File: config.mk
export PLATFORM = sky130hd
export DESIGN_NAME = pc_ras_unit_flat
export DESIGN_NICKNAME = d
export VERILOG_FILES = /design/src/rtl/pc_ras_unit_pkg.sv /design/src/rtl/pc_ras_unit_if.sv /design/src/rtl/pc_ras_unit_ras_stack.sv /design/src/rtl/pc_ras_unit.sv /design/src/flat_wrapper.sv
export SDC_FILE = /design/constraint.sdc
export NUM_CORES = 1
export LEC_CHECK = 0
export BUFFER_PORTS_ARGS = -buffer_cell sky130_fd_sc_hd__buf_2
export CAP_MARGIN = 30
export CELL_PAD_IN_SITES_DETAIL_PLACEMENT = 1
export CELL_PAD_IN_SITES_GLOBAL_PLACEMENT = 2
export CORE_MARGIN = 2
export CORE_UTILIZATION = 39
export DETAILED_ROUTE_END_ITERATION = 12
export HOLD_SLACK_MARGIN = 0.1
export PLACE_DENSITY = 0.95
export RECOVER_POWER = 100
export REMOVE_ABC_BUFFERS = 1
export SLEW_MARGIN = 20
export SYNTH_ARGS = -nofsm -noshare
export SYNTH_HDL_FRONTEND = slang
export SYNTH_SLANG_ARGS = --single-unit
export TNS_END_PERCENT = 100
File: constraint.sdc
create_clock -name CLK -period 10.6 [get_ports CLK]
set_input_delay 1.06 -clock CLK [delete_from_list [all_inputs] [get_ports CLK]]
set_output_delay 1.06 -clock CLK [all_outputs]
set_load 0.01 [all_outputs]
File: src/rtl/pc_ras_unit_pkg.sv
// Shared CPU datapath types for the PC and return-address-stack logic.
package cpu_types_pkg;

  localparam int WORD_W = 32;
  localparam int ADDR_W = 26;
  localparam int RAS_DEPTH_DEF = 4;

  typedef logic [WORD_W-1:0] word_t;
  typedef logic [$clog2(RAS_DEPTH_DEF)-1:0] ras_ptr_t;

  localparam word_t PC_STEP = 32'd4;

  typedef enum logic [1:0] {
    NPC_SEQ,
    NPC_BRANCH,
    NPC_JUMP,
    NPC_JR
  } npc_sel_e;

  // Pseudo-direct J/JAL target: keep the region bits of the sequential PC.
  function automatic word_t jump_target(input word_t pc4, input logic [ADDR_W-1:0] jimm);
    return {pc4[31:28], jimm, 2'b00};
  endfunction

  function automatic word_t branch_target(input word_t pc4, input word_t bimm);
    return pc4 + {bimm[29:0], 2'b00};
  endfunction

endpackage

File: src/rtl/pc_ras_unit_if.sv
// Fetch-side bus between the PC/RAS unit and the rest of the datapath.
interface pc_ras_if import cpu_types_pkg::*; #(
  parameter int CNT_W = 16
);

  logic              ihit;
  logic              stall;
  logic              Branch;
  word_t             bimm;
  logic              Jump;
  logic [ADDR_W-1:0] jimm;
  logic              JR;
  word_t             jraddr;
  logic              link;
  word_t             pcaddr;
  word_t             nxt_pc;
  word_t             ras_top;
  logic              ras_empty;
  logic              ras_miss;
  logic [CNT_W-1:0]  miss_cnt;

  modport pc (
    input  ihit, stall, Branch, bimm, Jump, jimm, JR, jraddr, link,
    output pcaddr, nxt_pc, ras_top, ras_empty, ras_miss, miss_cnt
  );

  modport tb (
    output ihit, stall, Branch, bimm, Jump, jimm, JR, jraddr, link,
    input  pcaddr, nxt_pc, ras_top, ras_empty, ras_miss, miss_cnt
  );

endinterface

File: src/rtl/pc_ras_unit_ras_stack.sv
// Circular return-address stack: push on call, pop on return, replace on JALR.
module ras_stack import cpu_types_pkg::*; #(
  parameter int RAS_DEPTH = 4
) (
  input  logic  clk,
  input  logic  rst,
  input  logic  adv,
  input  logic  push,
  input  logic  pop,
  input  logic  repl,
  input  word_t wdata,
  output word_t top,
  output logic  empty
);

  localparam int PTR_W = (RAS_DEPTH > 1) ? $clog2(RAS_DEPTH) : 1;
  localparam int CNT_RW = $clog2(RAS_DEPTH + 1);
  localparam logic [CNT_RW-1:0] CNT_FULL = CNT_RW'(RAS_DEPTH);

  logic [PTR_W-1:0]  ptr;
  logic [PTR_W-1:0]  ptr_inc;
  logic [PTR_W-1:0]  ptr_dec;
  logic [PTR_W-1:0]  wr_idx;
  logic [CNT_RW-1:0] count;
  logic              full;
  logic              wr_en;
  word_t             mem [RAS_DEPTH];

  // Depth is a power of two, so pointer arithmetic wraps for free.
  assign ptr_inc = ptr + PTR_W'(1);
  assign ptr_dec = ptr - PTR_W'(1);
  assign empty   = (count == '0);
  assign full    = (count == CNT_FULL);
  assign top     = empty ? '0 : mem[ptr];

  // A JALR on an empty stack behaves like a push; otherwise it rewrites the top slot.
  assign wr_en  = adv & (push | repl);
  assign wr_idx = (push | (repl & empty)) ? ptr_inc : ptr;

  always_ff @(posedge clk) begin
    if (wr_en) begin
      mem[wr_idx] <= wdata;
    end
  end

  always_ff @(posedge clk or posedge rst) begin
    if (rst) begin
      ptr   <= '0;
      count <= '0;
    end else if (adv) begin
      if (push) begin
        ptr <= ptr_inc;
        if (!full) begin
          count <= count + CNT_RW'(1);
        end
      end else if (pop && !empty) begin
        ptr   <= ptr_dec;
        count <= count - CNT_RW'(1);
      end else if (repl && empty) begin
        ptr   <= ptr_inc;
        count <= CNT_RW'(1);
      end
    end
  end

endmodule

File: src/rtl/pc_ras_unit.sv
// Program counter with next-PC selection, return-address stack and misprediction tracking.
module pc_ras_unit import cpu_types_pkg::*; #(
  parameter word_t PC_INIT   = 32'h0000_0000,
  parameter int    RAS_DEPTH = 4,
  parameter int    CNT_W     = 16
) (
  input logic CLK,
  input logic RST,
  pc_ras_if.pc bus
);

  localparam logic [CNT_W-1:0] CNT_MAX = '1;

  logic             adv;
  word_t            pc_p0;
  word_t            pc4;
  word_t            nxt;
  npc_sel_e         sel;
  logic             push;
  logic             pop;
  logic             repl;
  word_t            top;
  logic             empty;
  logic             miss_now;
  logic             miss_p1;
  logic [CNT_W-1:0] cnt;

  assign adv = bus.ihit & ~bus.stall;
  assign pc4 = pc_p0 + PC_STEP;

  always_comb begin
    sel = NPC_SEQ;
    if (bus.JR) begin
      sel = NPC_JR;
    end else if (bus.Jump) begin
      sel = NPC_JUMP;
    end else if (bus.Branch) begin
      sel = NPC_BRANCH;
    end
  end

  always_comb begin
    nxt = pc4;
    case (sel)
      NPC_JR:     nxt = bus.jraddr;
      NPC_JUMP:   nxt = jump_target(pc4, bus.jimm);
      NPC_BRANCH: nxt = branch_target(pc4, bus.bimm);
      default:    nxt = pc4;
    endcase
  end

  assign push = bus.link & ~bus.JR;
  assign pop  = bus.JR & ~bus.link;
  assign repl = bus.JR & bus.link;

  ras_stack #(
    .RAS_DEPTH (RAS_DEPTH)
  ) u_stack (
    .clk   (CLK),
    .rst   (RST),
    .adv   (adv),
    .push  (push),
    .pop   (pop),
    .repl  (repl),
    .wdata (pc4),
    .top   (top),
    .empty (empty)
  );

  // Any return (plain JR or JALR) is checked against the current top; an empty stack always misses.
  assign miss_now = bus.JR & (empty | (top != bus.jraddr));

  // Stage p0 -> p1: PC register and registered miss/count.
  always_ff @(posedge CLK or posedge RST) begin
    if (RST) begin
      pc_p0 <= PC_INIT;
    end else if (adv) begin
      pc_p0 <= nxt;
    end
  end

  always_ff @(posedge CLK or posedge RST) begin
    if (RST) begin
      miss_p1 <= 1'b0;
      cnt     <= '0;
    end else begin
      miss_p1 <= adv & miss_now;
      if (adv && miss_now && (cnt != CNT_MAX)) begin
        cnt <= cnt + CNT_W'(1);
      end
    end
  end

  assign bus.pcaddr    = pc_p0;
  assign bus.nxt_pc    = nxt;
  assign bus.ras_top   = top;
  assign bus.ras_empty = empty;
  assign bus.ras_miss  = miss_p1;
  assign bus.miss_cnt  = cnt;

endmodule

File: src/flat_wrapper.sv
// flat-port wrapper written by rule: the top's interface ports become plain ports
module pc_ras_unit_flat import cpu_types_pkg::*;
#(
  parameter word_t PC_INIT   = 32'h0000_0000,
  parameter int    RAS_DEPTH = 4,
  parameter int    CNT_W     = 16
)
  (CLK, RST, bus_ihit, bus_stall, bus_Branch, bus_bimm, bus_Jump, bus_jimm, bus_JR, bus_jraddr, bus_link, bus_pcaddr, bus_nxt_pc, bus_ras_top, bus_ras_empty, bus_ras_miss, bus_miss_cnt);
  pc_ras_if #(.CNT_W(CNT_W)) bus_i ();
  input logic CLK;
  input logic RST;
  input wire logic [$bits(bus_i.ihit)-1:0] bus_ihit;
  input wire logic [$bits(bus_i.stall)-1:0] bus_stall;
  input wire logic [$bits(bus_i.Branch)-1:0] bus_Branch;
  input wire logic [$bits(bus_i.bimm)-1:0] bus_bimm;
  input wire logic [$bits(bus_i.Jump)-1:0] bus_Jump;
  input wire logic [$bits(bus_i.jimm)-1:0] bus_jimm;
  input wire logic [$bits(bus_i.JR)-1:0] bus_JR;
  input wire logic [$bits(bus_i.jraddr)-1:0] bus_jraddr;
  input wire logic [$bits(bus_i.link)-1:0] bus_link;
  output wire logic [$bits(bus_i.pcaddr)-1:0] bus_pcaddr;
  output wire logic [$bits(bus_i.nxt_pc)-1:0] bus_nxt_pc;
  output wire logic [$bits(bus_i.ras_top)-1:0] bus_ras_top;
  output wire logic [$bits(bus_i.ras_empty)-1:0] bus_ras_empty;
  output wire logic [$bits(bus_i.ras_miss)-1:0] bus_ras_miss;
  output wire logic [$bits(bus_i.miss_cnt)-1:0] bus_miss_cnt;
  assign bus_i.ihit = bus_ihit;
  assign bus_i.stall = bus_stall;
  assign bus_i.Branch = bus_Branch;
  assign bus_i.bimm = bus_bimm;
  assign bus_i.Jump = bus_Jump;
  assign bus_i.jimm = bus_jimm;
  assign bus_i.JR = bus_JR;
  assign bus_i.jraddr = bus_jraddr;
  assign bus_i.link = bus_link;
  assign bus_pcaddr = bus_i.pcaddr;
  assign bus_nxt_pc = bus_i.nxt_pc;
  assign bus_ras_top = bus_i.ras_top;
  assign bus_ras_empty = bus_i.ras_empty;
  assign bus_ras_miss = bus_i.ras_miss;
  assign bus_miss_cnt = bus_i.miss_cnt;
  pc_ras_unit #(.PC_INIT(PC_INIT), .RAS_DEPTH(RAS_DEPTH), .CNT_W(CNT_W)) u_core (.CLK(CLK), .RST(RST), .bus(bus_i));
endmodule
== Word-level counts from Yosys, hierarchy flattened ==
Memories as Yosys holds them, arrays and structs flattened.
Index checks and enable logic that the tools add are counted.

* Memories kept: 1
* ROM bits: 0
* Logic and storage cells: 58
* Input bits: 98
* Register bits after elaboration: 54
* Bits in latches: 0
* Bits in writable memories: 128

{| class="wikitable"
|+ Memory list
! name !! words !! width !! rd ports !! clocked after memory_dff !! write ports !! RTL line !! RTL
|-
| u_core.u_stack.mem || 4 || 32 || 1 || 0 || 1 || pc_ras_unit_ras_stack.sv:27 || <nowiki>word_t mem [RAS_DEPTH];</nowiki>
|}

* Reductions and logical operators: 9
* Add/subtract/negate cells: 7
* Muxes and demuxes: 15
* Shifts and indexed selects: 0
* Divide/modulo/power cells: 0
* Eq/ne operators: 7
* Bitwise operators: 14
* Multiply operators: 0
* $lt $le $gt $ge: 0

{| class="wikitable"
|+ Operators by type and width
! operator !! number
|-
| $pmux W32 S3 || 1
|-
| $add A32 B3 Y32 const B || 1
|-
| $add A32 B32 Y32 || 1
|-
| $mux W32 || 1
|-
| $ne A32 B32 Y1 || 1
|-
| $add A16 B1 Y16 const B || 1
|-
| $ne A16 B16 Y1 const B || 1
|-
| $mux W2 || 6
|-
| $mux W3 || 4
|-
| $and A1 B1 Y1 || 8
|-
| $eq A2 B2 Y1 const B || 2
|-
| $logic_and A1 B1 Y1 || 4
|-
| $add A3 B1 Y3 const B || 1
|-
| $eq A3 B3 Y1 const B || 1
|-
| $logic_not A3 Y1 || 1
|-
| $mux W1 || 3
|-
| $not A1 Y1 || 3
|-
| $or A1 B1 Y1 || 3
|-
| $reduce_and A3 Y1 || 1
|-
| $reduce_bool A3 Y1 || 1
|-
| $sub A3 B1 Y3 const B || 1
|-
| $add A2 B1 Y2 const B || 1
|-
| $eq A2 B1 Y1 const B || 1
|-
| $ne A2 B2 Y1 const B || 1
|-
| other kinds (3) || 3
|}

== Logic depth before layout (Yosys ltp) ==
* Word-level depth: 7
* Gate-level depth with buffers: 19
* Depth with buffers taken out: 17

== Cells and area by module ==
Synthesis repeated with hierarchy kept, for this count alone.

* Cell total of the unflattened synthesis: 1,001
* Area total of the unflattened synthesis: 10,933.0 um^2

{| class="wikitable"
|+ By module, submodules not included
! module !! cells an instance !! area each (um^2) !! instances
|-
| pc_ras_unit || 741 || 5,581.6 || 1
|-
| ras_stack || 260 || 5,351.4 || 1
|}

== Least setup slack after synthesis ==
Ideal clock, no wire load.

* Path type: input to register
* Start point: in bus_ihit
* End point: mem u_core.u_stack.mem[1][0] (netlist name) (enable)
* Arrival time: 4.872 ns
* Buffers on the path: 1
* Setup time: 0.501 ns
* Path slack: 5.227 ns
* Data required time: 10.099 ns
* Stages on the path: 4
* Cells stage by stage: nor2b_1 buf_1 nand2_1 nor4_1

* Word-level cells in the longest chain between the ends: 4

{| class="wikitable"
|+ Ends and longest elaborated chain
! what !! RTL line !! RTL
|-
| from (decl) || flat_wrapper.sv:12 || <nowiki>input wire logic [$bits(bus_i.ihit)-1:0] bus_ihit;</nowiki>
|-
| $and A1 B1 Y1 || pc_ras_unit.sv:28 || <nowiki>assign adv = bus.ihit & ~bus.stall;</nowiki>
|-
| $and A1 B1 Y1 || pc_ras_unit_ras_stack.sv:37 || <nowiki>assign wr_en = adv & (push | repl);</nowiki>
|-
| $mux W1 || pc_ras_unit_ras_stack.sv:41 || <nowiki>if (wr_en) begin</nowiki>
|-
| $mux W1 (implied by the code) || pc_ras_unit_ras_stack.sv:42 || <nowiki>mem[wr_idx] <= wdata;</nowiki>
|-
| to (decl) || pc_ras_unit_ras_stack.sv:27 ||
|}

Every way passes these cells.

== Final worst setup path ==
* Start point: in bus_JR
* End point: out bus_nxt_pc[10]

* Word-level cells in the longest chain between the ends: 3

{| class="wikitable"
|+ Ends and longest elaborated chain
! what !! RTL line !! RTL
|-
| from (decl) || flat_wrapper.sv:18 || <nowiki>input wire logic [$bits(bus_i.JR)-1:0] bus_JR;</nowiki>
|-
| $mux W2 (*) || pc_ras_unit.sv:33 || <nowiki>if (bus.JR) begin</nowiki>
|-
| $eq A2 B1 Y1 / $eq A2 B2 Y1 (equally long branches) || pc_ras_unit.sv:44 || <nowiki>case (sel)</nowiki>
|-
| $pmux W32 S3 (*) || pc_ras_unit.sv:44 ||
|-
| to (decl) || flat_wrapper.sv:22 || <nowiki>output wire logic [$bits(bus_i.nxt_pc)-1:0] bus_nxt_pc;</nowiki>
|}

Every way passes the cells marked *; elsewhere a longest branch is shown, timed or not.

==> results.cfg <==
[final_layout]
area_growth_syn_to_layout_pct = 17.7
fillers = 3032
drive_gt1_share_pct = 17.9
nNetsFinal = 1316
finish.instance_area_um2 = 12500
register_area_um2 = 5190
multiInputGateArea_um2 = 5100
stdcell_count = 1531

[clock_tree]
cts_buffers = 17
clk_latency_ns = 0.45
root_buffer = clkbuf_16
clock-sinks = 182
postCtsHoldBufs = 0
clk_path_buf_depth = 2
htree_levels = 4
cts_tree = built
cts-resized-gates = 0
clk_pin_slew_ns = 0.07
cts_setup_buffers = 0

[synth]
synth_fa_ha_area_share_pct = 5.01
synth_edf_count = 128
postSynthCellCount = 967
synth_area_um2 = 10600
yosys.area_share.simple_pct = 13.9
muxShareOfSynthArea_pct = 8.34
synth_xor_area_share_pct = 7.48
ys_warn_count = 0
syn_area_per_cell_um2 = 11.0
synth_compound_gate_area_share_pct = 13.4
ys_seq_area_share_pct = 48.9
ys_ff_latch = 182
synthArstFlopShare_pct = 29.7
synthFlopType = edfxtp_1
synth_top_family_by_area = simple AND/OR/NAND/NOR gates
synth_cell_types = 63

[timing]
min_period_over_period_pct = 68.4
rsz0062_at_grt = no
max_freq_ghz = 0.138
slew-limit-headroom_pct = -141
tightest_slew_ns = 3.61
fin_worst_skew_ns = 0.0176
tns_ns = 0
setup_viol = 0
slew_violations = 281
finalCriticalPeriod_ns = 7.25
hold_violations = 0

[floorplan]
die_area_um2 = 28600
die_x_um = 169
io_pins = 212
num_rows = 60
core-area_um2 = 26900
start_util_pct = 39.6
die_h_um = 169

[run_status]
violations = max-capacitance violations, max-slew violations
status = finished with violations

[setup_path]
worstSetupPathType = in -> out
crit_slowest_cell = clkbuf_1
crit_path_cell_trace = buf_2 -> clkbuf_1 -> inv_1 -> clkbuf_1 -> nand2_1 -> nor2_1 -> a211oi_1 -> clkbuf_1
required_ns = 9.54
crit_fanout = 53
worst_setup_path_end_kind = output pin
cp.arrival_ns = 6.19
startpoint_type = primary input
reg2reg_slack_ns = 4.49
slowest_delay_ns = 2.23
worst_path_most_repeated_cell = clkbuf_1

[route]
vias_per_cell = 5.94
drt-initial-drc-count = 757
wl_per_cell_um = 25.1
drc = 0
ant_nets = 0
firstDrtPassIters = 5
vias = 9088
wl_um = 38400

[global_route]
grtUsageTotal_pct = 26.9
grt_pass1_wl_um = 57100
overflow = 0
antenna_found_initial = 0
grt_pass1_vias = 9333
grt_max_degree = 55

[power_and_ir_drop]
p_sw_mw = 1.14
p_comb_share_pct = 42.9
p_int_mw = 1.70
leakage_nw = 4.86
p_seq_share_pct = 33.4
p_clk_share_pct = 23.7
p_per_area_nw_per_um2 = 227
vdd_drop_max_uv = 124
switching_share_pct = 40.0

[placed_design]
hpwlAfterDp_um = 27600
place_area_um2 = 12100
port_buffers = 209
dp_cells = 1498
place.gp.congestion = 0.905

[hold_path]
hold_path_class = reg -> reg

[job]
cap_violations = 8
[cell families after synthesis]
logic type / after synthesis
xor gates and xnor gates: 90
buffers and inverters: 76
AOI/OAI and AO/OA: 217
adders and majority gates: 42
and+or+nand+nor: 313
DFF: 182
muxes: 47
[synth_stat cells (5+ instances only)]
master | number | area share, %
nor2b_1 | 7 | 0.41
o211ai_1 | 7 | 0.49
edfxtp_1 | 128 | 36
ha_1 | 41 | 4.8
mux2_2 | 12 | 1.3
mux4_2 | 32 | 6.8
nor2_1 | 65 | 2.3
inv_1 | 36 | 1.3
a222oi_1 | 7 | 0.66
nor3_1 | 11 | 0.52
xnor2_1 | 67 | 5.5
o21a_1 | 6 | 0.42
a211oi_1 | 6 | 0.42
xor2_1 | 22 | 1.8
nand2_1 | 120 | 4.2
clkbuf_1 | 26 | 0.92
nand4_1 | 13 | 0.76
nand3_1 | 28 | 1.3
a221oi_1 | 6 | 0.49
o221ai_1 | 5 | 0.41
a22oi_1 | 13 | 0.92
a21oi_1 | 53 | 2.5
a21o_1 | 9 | 0.64
dfrtp_1 | 54 | 13
o31ai_1 | 12 | 0.85
o21ai_0 | 56 | 2.6
and2_1 | 34 | 2.0
and3_1 | 13 | 0.76
[through the flow]
step           utilization [%]  hold slack (ns)  setup slack (ns)  total power, mW
6_report                  46.6            0.497              3.35             2.84
3_3_place_gp              45.0            0.469              4.83             2.13
5_1_grt                   46.5            0.511              3.25             2.98
4_1_cts                   47.3            0.497              4.14             2.85
3_5_place_dp              45.0            0.479              4.65             2.17
2_1_floorplan                -            0.442              4.50             1.72
[worst max-delay path: cells and delay by family]
family	cells	cell delay, ns
buffers and inverters	5	4.14
and+or+nand+nor	2	0.65
AOI/OAI and AO/OA	1	0.28
[final cells by class]
type                            count  area share [%]
Sequential cell                   182            41.5
Antenna cell                        1          0.0200
Timing Repair Buffer              230            8.33
Multi-Input combinational cell    709            40.8
Clock buffer                       17            3.40
Inverter                           36            1.08
Clock inverter                     15            1.45
Tap cell                          341            3.41
[state kept, by name, indices dropped and copies added (netlist names)]
| name | count |
|---|---|
| u_core.bus.ras_miss | 1 |
| u_core.u_stack.ptr | 2 |
| u_core.u_stack.mem | 128 |
| u_core.bus.miss_cnt | 16 |
| u_core.u_stack.count | 3 |
| u_core.bus.pcaddr | 32 |
[cell usage in the layout, fill, tap and decap left out, types with 22 or more instances in the layout]
master	n
a21oi_1	53
and2_0	29
buf_2	125
clkbuf_1	99
dfrtp_1	54
edfxtp_1	128
ha_1	41
inv_1	36
mux4_2	32
nand2_1	120
nand3_1	28
nor2_1	65
o21ai_0	56
xnor2_1	67
xor2_1	22
[path summary, 6_finish.rpt]
kind / end / startpoint / cells past startpoint
max: bus_nxt_pc[10] / bus_JR / 8
min: u_core.bus.miss_cnt[15] / u_core.bus.miss_cnt[15] / 1
max reg2reg: u_core.bus.miss_cnt[1] / u_core.u_stack.ptr[0] / 9
min reg2reg: u_core.bus.miss_cnt[15] / u_core.bus.miss_cnt[15] / 1
max in group asynchronous: u_core.u_stack.count[0] / RST / 3
min in group asynchronous: u_core.bus.miss_cnt[7] / RST / 3
[per-layer routing]
| metal | vias to the layer above | wire (um) | global-route usage, % |
|---|---|---|---|
| li1 | 4017 | - | - |
| met4 | 0 | 1080 | 9.81 |
| met1 | 4603 | 16300 | 35.6 |
| met5 | - | 0 | 0 |
| met3 | 66 | 2640 | 3.79 |
| met2 | 402 | 18400 | 45.3 |
[power groups by stage]
stage                     clock network, mW  registers (mW)  logic, mW
after detailed placement                  0           0.959       1.21
after global routing                  0.702           0.957       1.32
after global placement                    0           0.951       1.17
final                                 0.671           0.948       1.22
after CTS                             0.677           0.945       1.23
after floorplan                           0           0.988      0.729
Note: power is estimated with default switching activity, not from simulation.
